==> src/rtl/uart_rx.sv <==
// 8N1 UART receiver: oversampled start/data/stop sampling, one byte per frame into the RX FIFO.
// Latency: rx_ready/rx_error assert one PCLK after the stop-bit sampling edge, one cycle wide.
// Backpressure: none toward the line; full_rx at stop-bit sample turns the frame into an overrun error.
//
// Ports:
//   PCLK, PRESET         clock and synchronous active-high reset
//   baud_tick            1-cycle pulse at OVERSAMPLE x baud rate
//   rx_en                receiver enable; dropping it aborts any frame in progress
//   rxd                  asynchronous serial input, idle high
//   full_rx              RX FIFO full
//   rx_dout              last good byte, zero-extended; held between frames
//   rx_ready             1-cycle write strobe for a good frame
//   rx_busy              high while state is not IDLE
//   rx_error             1-cycle pulse on framing error or overrun
module uart_rx #(
    parameter int DATA_WIDTH = 16,
    parameter int DATA_BITS  = 8,
    parameter int OVERSAMPLE = 16
) (
    input  logic                  PCLK,
    input  logic                  PRESET,
    input  logic                  baud_tick,
    input  logic                  rx_en,
    input  logic                  rxd,
    input  logic                  full_rx,
    output logic [DATA_WIDTH-1:0] rx_dout,
    output logic                  rx_ready,
    output logic                  rx_busy,
    output logic                  rx_error
);

    localparam int TW = $clog2(OVERSAMPLE);
    localparam int BW = $clog2(DATA_BITS + 1);
    localparam logic [TW-1:0] HALF_M1  = TW'(OVERSAMPLE / 2 - 1);
    localparam logic [TW-1:0] FULL_M1  = TW'(OVERSAMPLE - 1);
    localparam logic [BW-1:0] LAST_BIT = BW'(DATA_BITS - 1);

    typedef enum logic [1:0] {
        S_IDLE,
        S_START,
        S_DATA,
        S_STOP
    } state_t;

    state_t                r_state;
    logic                  r_sync1;
    logic                  r_sync2;
    logic                  r_rxd_prev;
    logic [TW-1:0]         r_tick_cnt;
    logic [BW-1:0]         r_bit_cnt;
    logic [DATA_BITS-1:0]  r_shift;
    logic [DATA_WIDTH-1:0] r_dout;
    logic                  r_ready;
    logic                  r_busy;
    logic                  r_error;

    state_t                w_state_nxt;
    logic [TW-1:0]         w_tick_nxt;
    logic [BW-1:0]         w_bit_nxt;
    logic [DATA_BITS-1:0]  w_shift_nxt;
    logic [DATA_WIDTH-1:0] w_dout_nxt;
    logic                  w_ready_nxt;
    logic                  w_error_nxt;
    logic                  w_fall;

    // Edge-qualified arming: a line held low (break) never produces a second edge.
    assign w_fall = r_rxd_prev & ~r_sync2;

    always_comb begin
        w_state_nxt = r_state;
        w_tick_nxt  = r_tick_cnt;
        w_bit_nxt   = r_bit_cnt;
        w_shift_nxt = r_shift;
        w_dout_nxt  = r_dout;
        w_ready_nxt = 1'b0;
        w_error_nxt = 1'b0;
        case (r_state)
            S_IDLE: begin
                if (rx_en && w_fall) begin
                    w_state_nxt = S_START;
                    w_tick_nxt  = '0;
                end
            end
            S_START: begin
                if (!rx_en) begin
                    w_state_nxt = S_IDLE;
                end else if (baud_tick) begin
                    if (r_tick_cnt == HALF_M1) begin
                        // Mid-start-bit check; a high line here was only a glitch.
                        if (!r_sync2) begin
                            w_state_nxt = S_DATA;
                            w_tick_nxt  = '0;
                            w_bit_nxt   = '0;
                        end else begin
                            w_state_nxt = S_IDLE;
                        end
                    end else begin
                        w_tick_nxt = r_tick_cnt + 1'b1;
                    end
                end
            end
            S_DATA: begin
                if (!rx_en) begin
                    w_state_nxt = S_IDLE;
                end else if (baud_tick) begin
                    if (r_tick_cnt == FULL_M1) begin
                        // LSB arrives first, so shift in from the top.
                        w_shift_nxt = {r_sync2, r_shift[DATA_BITS-1:1]};
                        w_tick_nxt  = '0;
                        w_bit_nxt   = r_bit_cnt + 1'b1;
                        if (r_bit_cnt == LAST_BIT) begin
                            w_state_nxt = S_STOP;
                        end
                    end else begin
                        w_tick_nxt = r_tick_cnt + 1'b1;
                    end
                end
            end
            S_STOP: begin
                if (!rx_en) begin
                    w_state_nxt = S_IDLE;
                end else if (baud_tick) begin
                    if (r_tick_cnt == FULL_M1) begin
                        w_state_nxt = S_IDLE;
                        w_tick_nxt  = '0;
                        if (r_sync2 && !full_rx) begin
                            w_dout_nxt  = DATA_WIDTH'(r_shift);
                            w_ready_nxt = 1'b1;
                        end else begin
                            w_error_nxt = 1'b1;
                        end
                    end else begin
                        w_tick_nxt = r_tick_cnt + 1'b1;
                    end
                end
            end
            default: begin
                w_state_nxt = S_IDLE;
            end
        endcase
    end

    always_ff @(posedge PCLK) begin
        if (PRESET) begin
            r_state    <= S_IDLE;
            r_sync1    <= 1'b1;
            r_sync2    <= 1'b1;
            r_rxd_prev <= 1'b1;
            r_tick_cnt <= '0;
            r_bit_cnt  <= '0;
            r_shift    <= '0;
            r_dout     <= '0;
            r_ready    <= 1'b0;
            r_busy     <= 1'b0;
            r_error    <= 1'b0;
        end else begin
            r_sync1    <= rxd;
            r_sync2    <= r_sync1;
            r_rxd_prev <= r_sync2;
            r_state    <= w_state_nxt;
            r_tick_cnt <= w_tick_nxt;
            r_bit_cnt  <= w_bit_nxt;
            r_shift    <= w_shift_nxt;
            r_dout     <= w_dout_nxt;
            r_ready    <= w_ready_nxt;
            r_busy     <= (w_state_nxt != S_IDLE);
            r_error    <= w_error_nxt;
        end
    end

    assign rx_dout  = r_dout;
    assign rx_ready = r_ready;
    assign rx_busy  = r_busy;
    assign rx_error = r_error;

endmodule

==> config.mk <==
export PLATFORM = sky130hd
export DESIGN_NAME = uart_rx
export DESIGN_NICKNAME = d
export VERILOG_FILES = /design/src/rtl/uart_rx.sv
export SDC_FILE = /design/constraint.sdc
export NUM_CORES = 1
export LEC_CHECK = 0
export ABC_AREA = 0
export BUFFER_PORTS_ARGS = -buffer_cell sky130_fd_sc_hd__buf_4
export CORE_MARGIN = 5
export CORE_UTILIZATION = 45
export DETAILED_ROUTE_END_ITERATION = 10
export GPL_ROUTABILITY_DRIVEN = 0
export PLACE_DENSITY = 0.66
export SYNTH_ARGS = -nofsm -noshare
export SYNTH_HDL_FRONTEND = slang
export SYNTH_SLANG_ARGS = --single-unit
==> constraint.sdc <==
create_clock -name PCLK -period 2.4 [get_ports PCLK]
set_input_delay 0.24 -clock PCLK [delete_from_list [all_inputs] [get_ports PCLK]]
set_output_delay 0.24 -clock PCLK [all_outputs]
set_load 0.01 [all_outputs]
Word-level counts from Yosys, hierarchy flattened:

Index checks and enable logic that the tools add are counted.

* flip-flop bits (word level): 32
* bits in latches: 0
* memory bits (writable): 0
* memory bits (read-only): 0
* output and inout bits: 19
* memories kept: 0

* $add $sub $neg: 2
* multiply operators: 0
* div/mod/pow operators: 0
* $lt $le $gt $ge: 0
* equal/unequal tests: 17
* shift-type cells: 0
* multiplexer cells: 31
* bitwise gates (word level): 6
* reductions and logical operators: 12

Operators by type and width (count)
* $mux 4: 14
* $mux 2: 12
* $ne 2x2->1 const B: 8
* $pmux 4 s3: 1
* $add 4x1->4 const B: 2
* $eq 4x3->1 const B: 2
* $pmux 2 s4: 1
* $pmux 4 s2: 1
* $reduce_and 8->1: 1
* $reduce_and 6->1: 1
* $not 1->1: 5
* $reduce_and 5->1: 1
* $reduce_or 5->1: 1
* $eq 2x2->1 const B: 2
* $eq 4x4->1 const B: 1
* $ne 2x1->1 const B: 2
* $reduce_and 4->1: 1
* $reduce_bool 2->1: 2
* $ne 3x3->1 const B: 1
* $eq 2x1->1 const B: 1
* $logic_and 1x1->1: 2
* $logic_not 2->1: 1
* $mux 1: 2
* $reduce_or 2->1: 1
* 2 further kinds: 2

Depth between registers and ports, before layout:

* word-level depth: 7
* gate-level depth with buffers: 6

Worst setup path after synthesis:

OpenSTA, ideal clock, no wires.

* path kind: register -> register
* start: register r_tick_cnt[0]
* end: register r_dout[0] (netlist: rx_dout[0])
* library setup time: 128 ps
* arrival: 1550 ps
* setup slack: 723 ps
* stages on the path, launching flop included: 7
* buffers on the path: 1
* cell sequence: dfxtp_1 -> ha_1 -> nand4_1 -> or3_1 -> buf_2 -> mux2i_1 -> nor2_1

* word-level cells in the longest chain between the ends: 2

Ends and longest elaborated chain
* start: declaration: line 49 `logic [TW-1:0] r_tick_cnt;`
* start signal: assignment: line 161 `r_tick_cnt <= w_tick_nxt;`
* $eq 4x4->1: line 123 `if (r_tick_cnt == FULL_M1) begin`
* $reduce_and 5->1 (no source line)
* end signal: assignment: line 164 `r_dout <= w_dout_nxt;`
* end: declaration: line 52 `logic [DATA_WIDTH-1:0] r_dout;`

Every way passes these cells.
A chain may end at the register's enable or synchronous reset.

Worst setup path after layout:

Same ends and word-level chain as after synthesis.

==> metrics.txt <==
crit path kind=register to register; Die Area=4460 sq um; Yosys cell types=40; Clock Sinks=32; initial antenna violation count=0; DRT Pass-1 Iters=4; Clk Latency, worst-skew pair=0.34 ns; core area=3080 sq um; clk slew on worst S/H paths=0.10 ns; PostCTS Resize Cnt=0; FF+latch count, synth=32; post-synthesis sequential area ratio=44.2%; layout cells sized above 1=18.6%; worst min-delay path class=input pin to register; MaxCap Viol Count=0; CTS max path bufs=2; ys flop type=dfxtp_1; H-tree Lvls=2; Hold Buf Count CTS=0; Rows=20; global-route wire length before repair=4550 microns; pwr dens=624 nW/um^2; Initial DRC Count=64; status=complete, no violations; mapped cell area=1450 sq um; Post-DP Area=1550 sq um; unrepaired setup endpoints after global routing=false; Post-synth EDFFs=0; synth warn=0; Ports=25; Mean Syn Cell Area=8.95 sq um; Fin. Hold Viols=0; die extent in y=66.8 microns; Residual DRC=0; Area growth, synth to finish=13.7%; Tmin final=1.80 ns; Buffers on Ports=16; Chip Width=66.8 microns; Slew Limit Fails=0; Final Non-Filler Cells=221; Max rail drop VDD=368 uV; DRT antenna net count=0; vias=1,138; Post-synth ARST share=0%; WL/cell=12.5 microns; maximum number of pins on one net before global-route repair=26; total global routing overflow=0; TritonCTS clock tree=yes; number of global-route vias before repair=1,029; nets=184; Setup crit start kind=register; Cells after Synth=162; clock skew=0.00928 ns; GRT Util Overall=13.7%; placed insts=213; hold slack final=0.0821 ns; crit path DAT=2.02 ns; CTS Buf Count=5; CTS root buf=clkbuf_4; Lkg Pwr=0.671 nW; CP Max Fanout=8; DRT Wirelength=2770 microns; Initial Util=47.1%; DP HPWL=1950 microns; Critical Path Sink Type=register; Final Cell Area=1650 sq um; Via density=5.15; n_diodes=0; Setup-failing EPs final=0; Tcrit/Tclk final=74.9%; # Post-CTS Setup Buffers=0; Max Clk Rate=0.556 GHz; Final TNS setup=0 ns; Crit path required time=2.63 ns
where the power goes:
group	internal (mW)	total, mW	switching, mW	leakage [nW]
Clock	0.276	0.463	0.186	0.0515
Sequential	0.533	0.535	0.00190	0.258
Combinational	0.0114	0.0323	0.0209	0.361
synth_stat cells, drive strengths merged, types with 3 or more instances:
library cell | count | area [sq um]
mux2i | 10 | 100
buf | 12 | 88.8
a31oi | 4 | 25.0
xnor2 | 3 | 26.3
o21ai | 9 | 45.0
nand3 | 4 | 20.0
o21bai | 3 | 22.5
clkbuf | 6 | 23.8
dfxtp | 32 | 641
or2 | 3 | 18.8
a211oi | 4 | 40.0
nand2 | 13 | 48.8
inv | 6 | 22.5
a21oi | 12 | 63.8
nor2 | 15 | 56.3
critical path: stages, from the launching register on:
cell,delay (ns)
dfxtp_1,0.41
ha_1,0.27
nand4_1,0.14
or3_1,0.59
mux2i_1,0.24
nor2_1,0.05
sequential cells by signal (all words and copies together) (netlist names):
name,flops
r_sync2,1
r_tick_cnt,4
r_sync1,1
r_rxd_prev,1
rx_dout,8
rx_busy,1
rx_error,1
r_state,2
r_bit_cnt,4
rx_ready,1
r_shift,8
area by class of cell:
type	count	area (sq um)
Inverter	6	22.5
Sequential cell	32	641
Tap cell	44	55.1
Fill cell	310	1430
Clock inverter	1	30.0
Clock buffer	7	65.1
Multi-Input combinational cell	113	701
Timing Repair Buffer	18	135
cells in the final DEF (no fill, tap or decap), types with 2 or more instances in the layout:
master / count
and3_1: 2
nand3_1: 4
nor2_1: 15
conb_1: 8
o21bai_1: 3
clkbuf_8: 2
dfxtp_1: 32
o21ai_0: 9
a21oi_1: 11
nand3b_1: 2
ha_1: 2
or2_2: 3
mux2i_1: 10
clkbuf_4: 5
a31oi_1: 4
a211oi_1: 2
inv_1: 6
nor3_1: 2
nor2b_1: 2
buf_4: 18
nand2_1: 13
nand2b_1: 2
xnor2_1: 3
a211oi_2: 2
per-stage QoR:
stage / power (mW) / worst slack [ns] / utilization (%)
global route: 1.07 / 0.432 / 53.6
detailed placement: 0.579 / 0.624 / 50.5
global placement: 0.578 / 0.683 / 50.5
finish: 1.03 / 0.603 / 53.6
CTS: 1.04 / 0.585 / 53.6
floorplan: 0.577 / 0.723 / -
layer usage:
metal / share of wire, % / GRT usage (%)
met1: 44 / 15.7
met2: 49 / 22.2
met3: 5.0 / 4.05
met4: 2.5 / 8.38
met5: 0 / 0
logic make-up (layout without fill, tap and decap cells):
group,Yosys count,count (layout),share of synthesized area [%]
AOI/OAI and AO/OA,38,38,17.1
xor gates and xnor gates,4,4,2.42
adders and majority gates,2,2,1.73
buffers and inverters,24,32,9.32
DFF,32,32,44.2
muxes,10,10,6.90
other,1,8,0.259
and+or+nand+nor,51,51,18.1
worst paths after layout:
kind         cells after the start         end          start  slack [ns]
max                              5  rx_dout[0]  r_tick_cnt[0]        0.60
min                              2    rx_ready        full_rx        0.08
max reg2reg                      5  rx_dout[0]  r_tick_cnt[0]        0.60
min reg2reg                      1     r_sync2        r_sync1        0.42
Power figures use the tool's default switching activity.
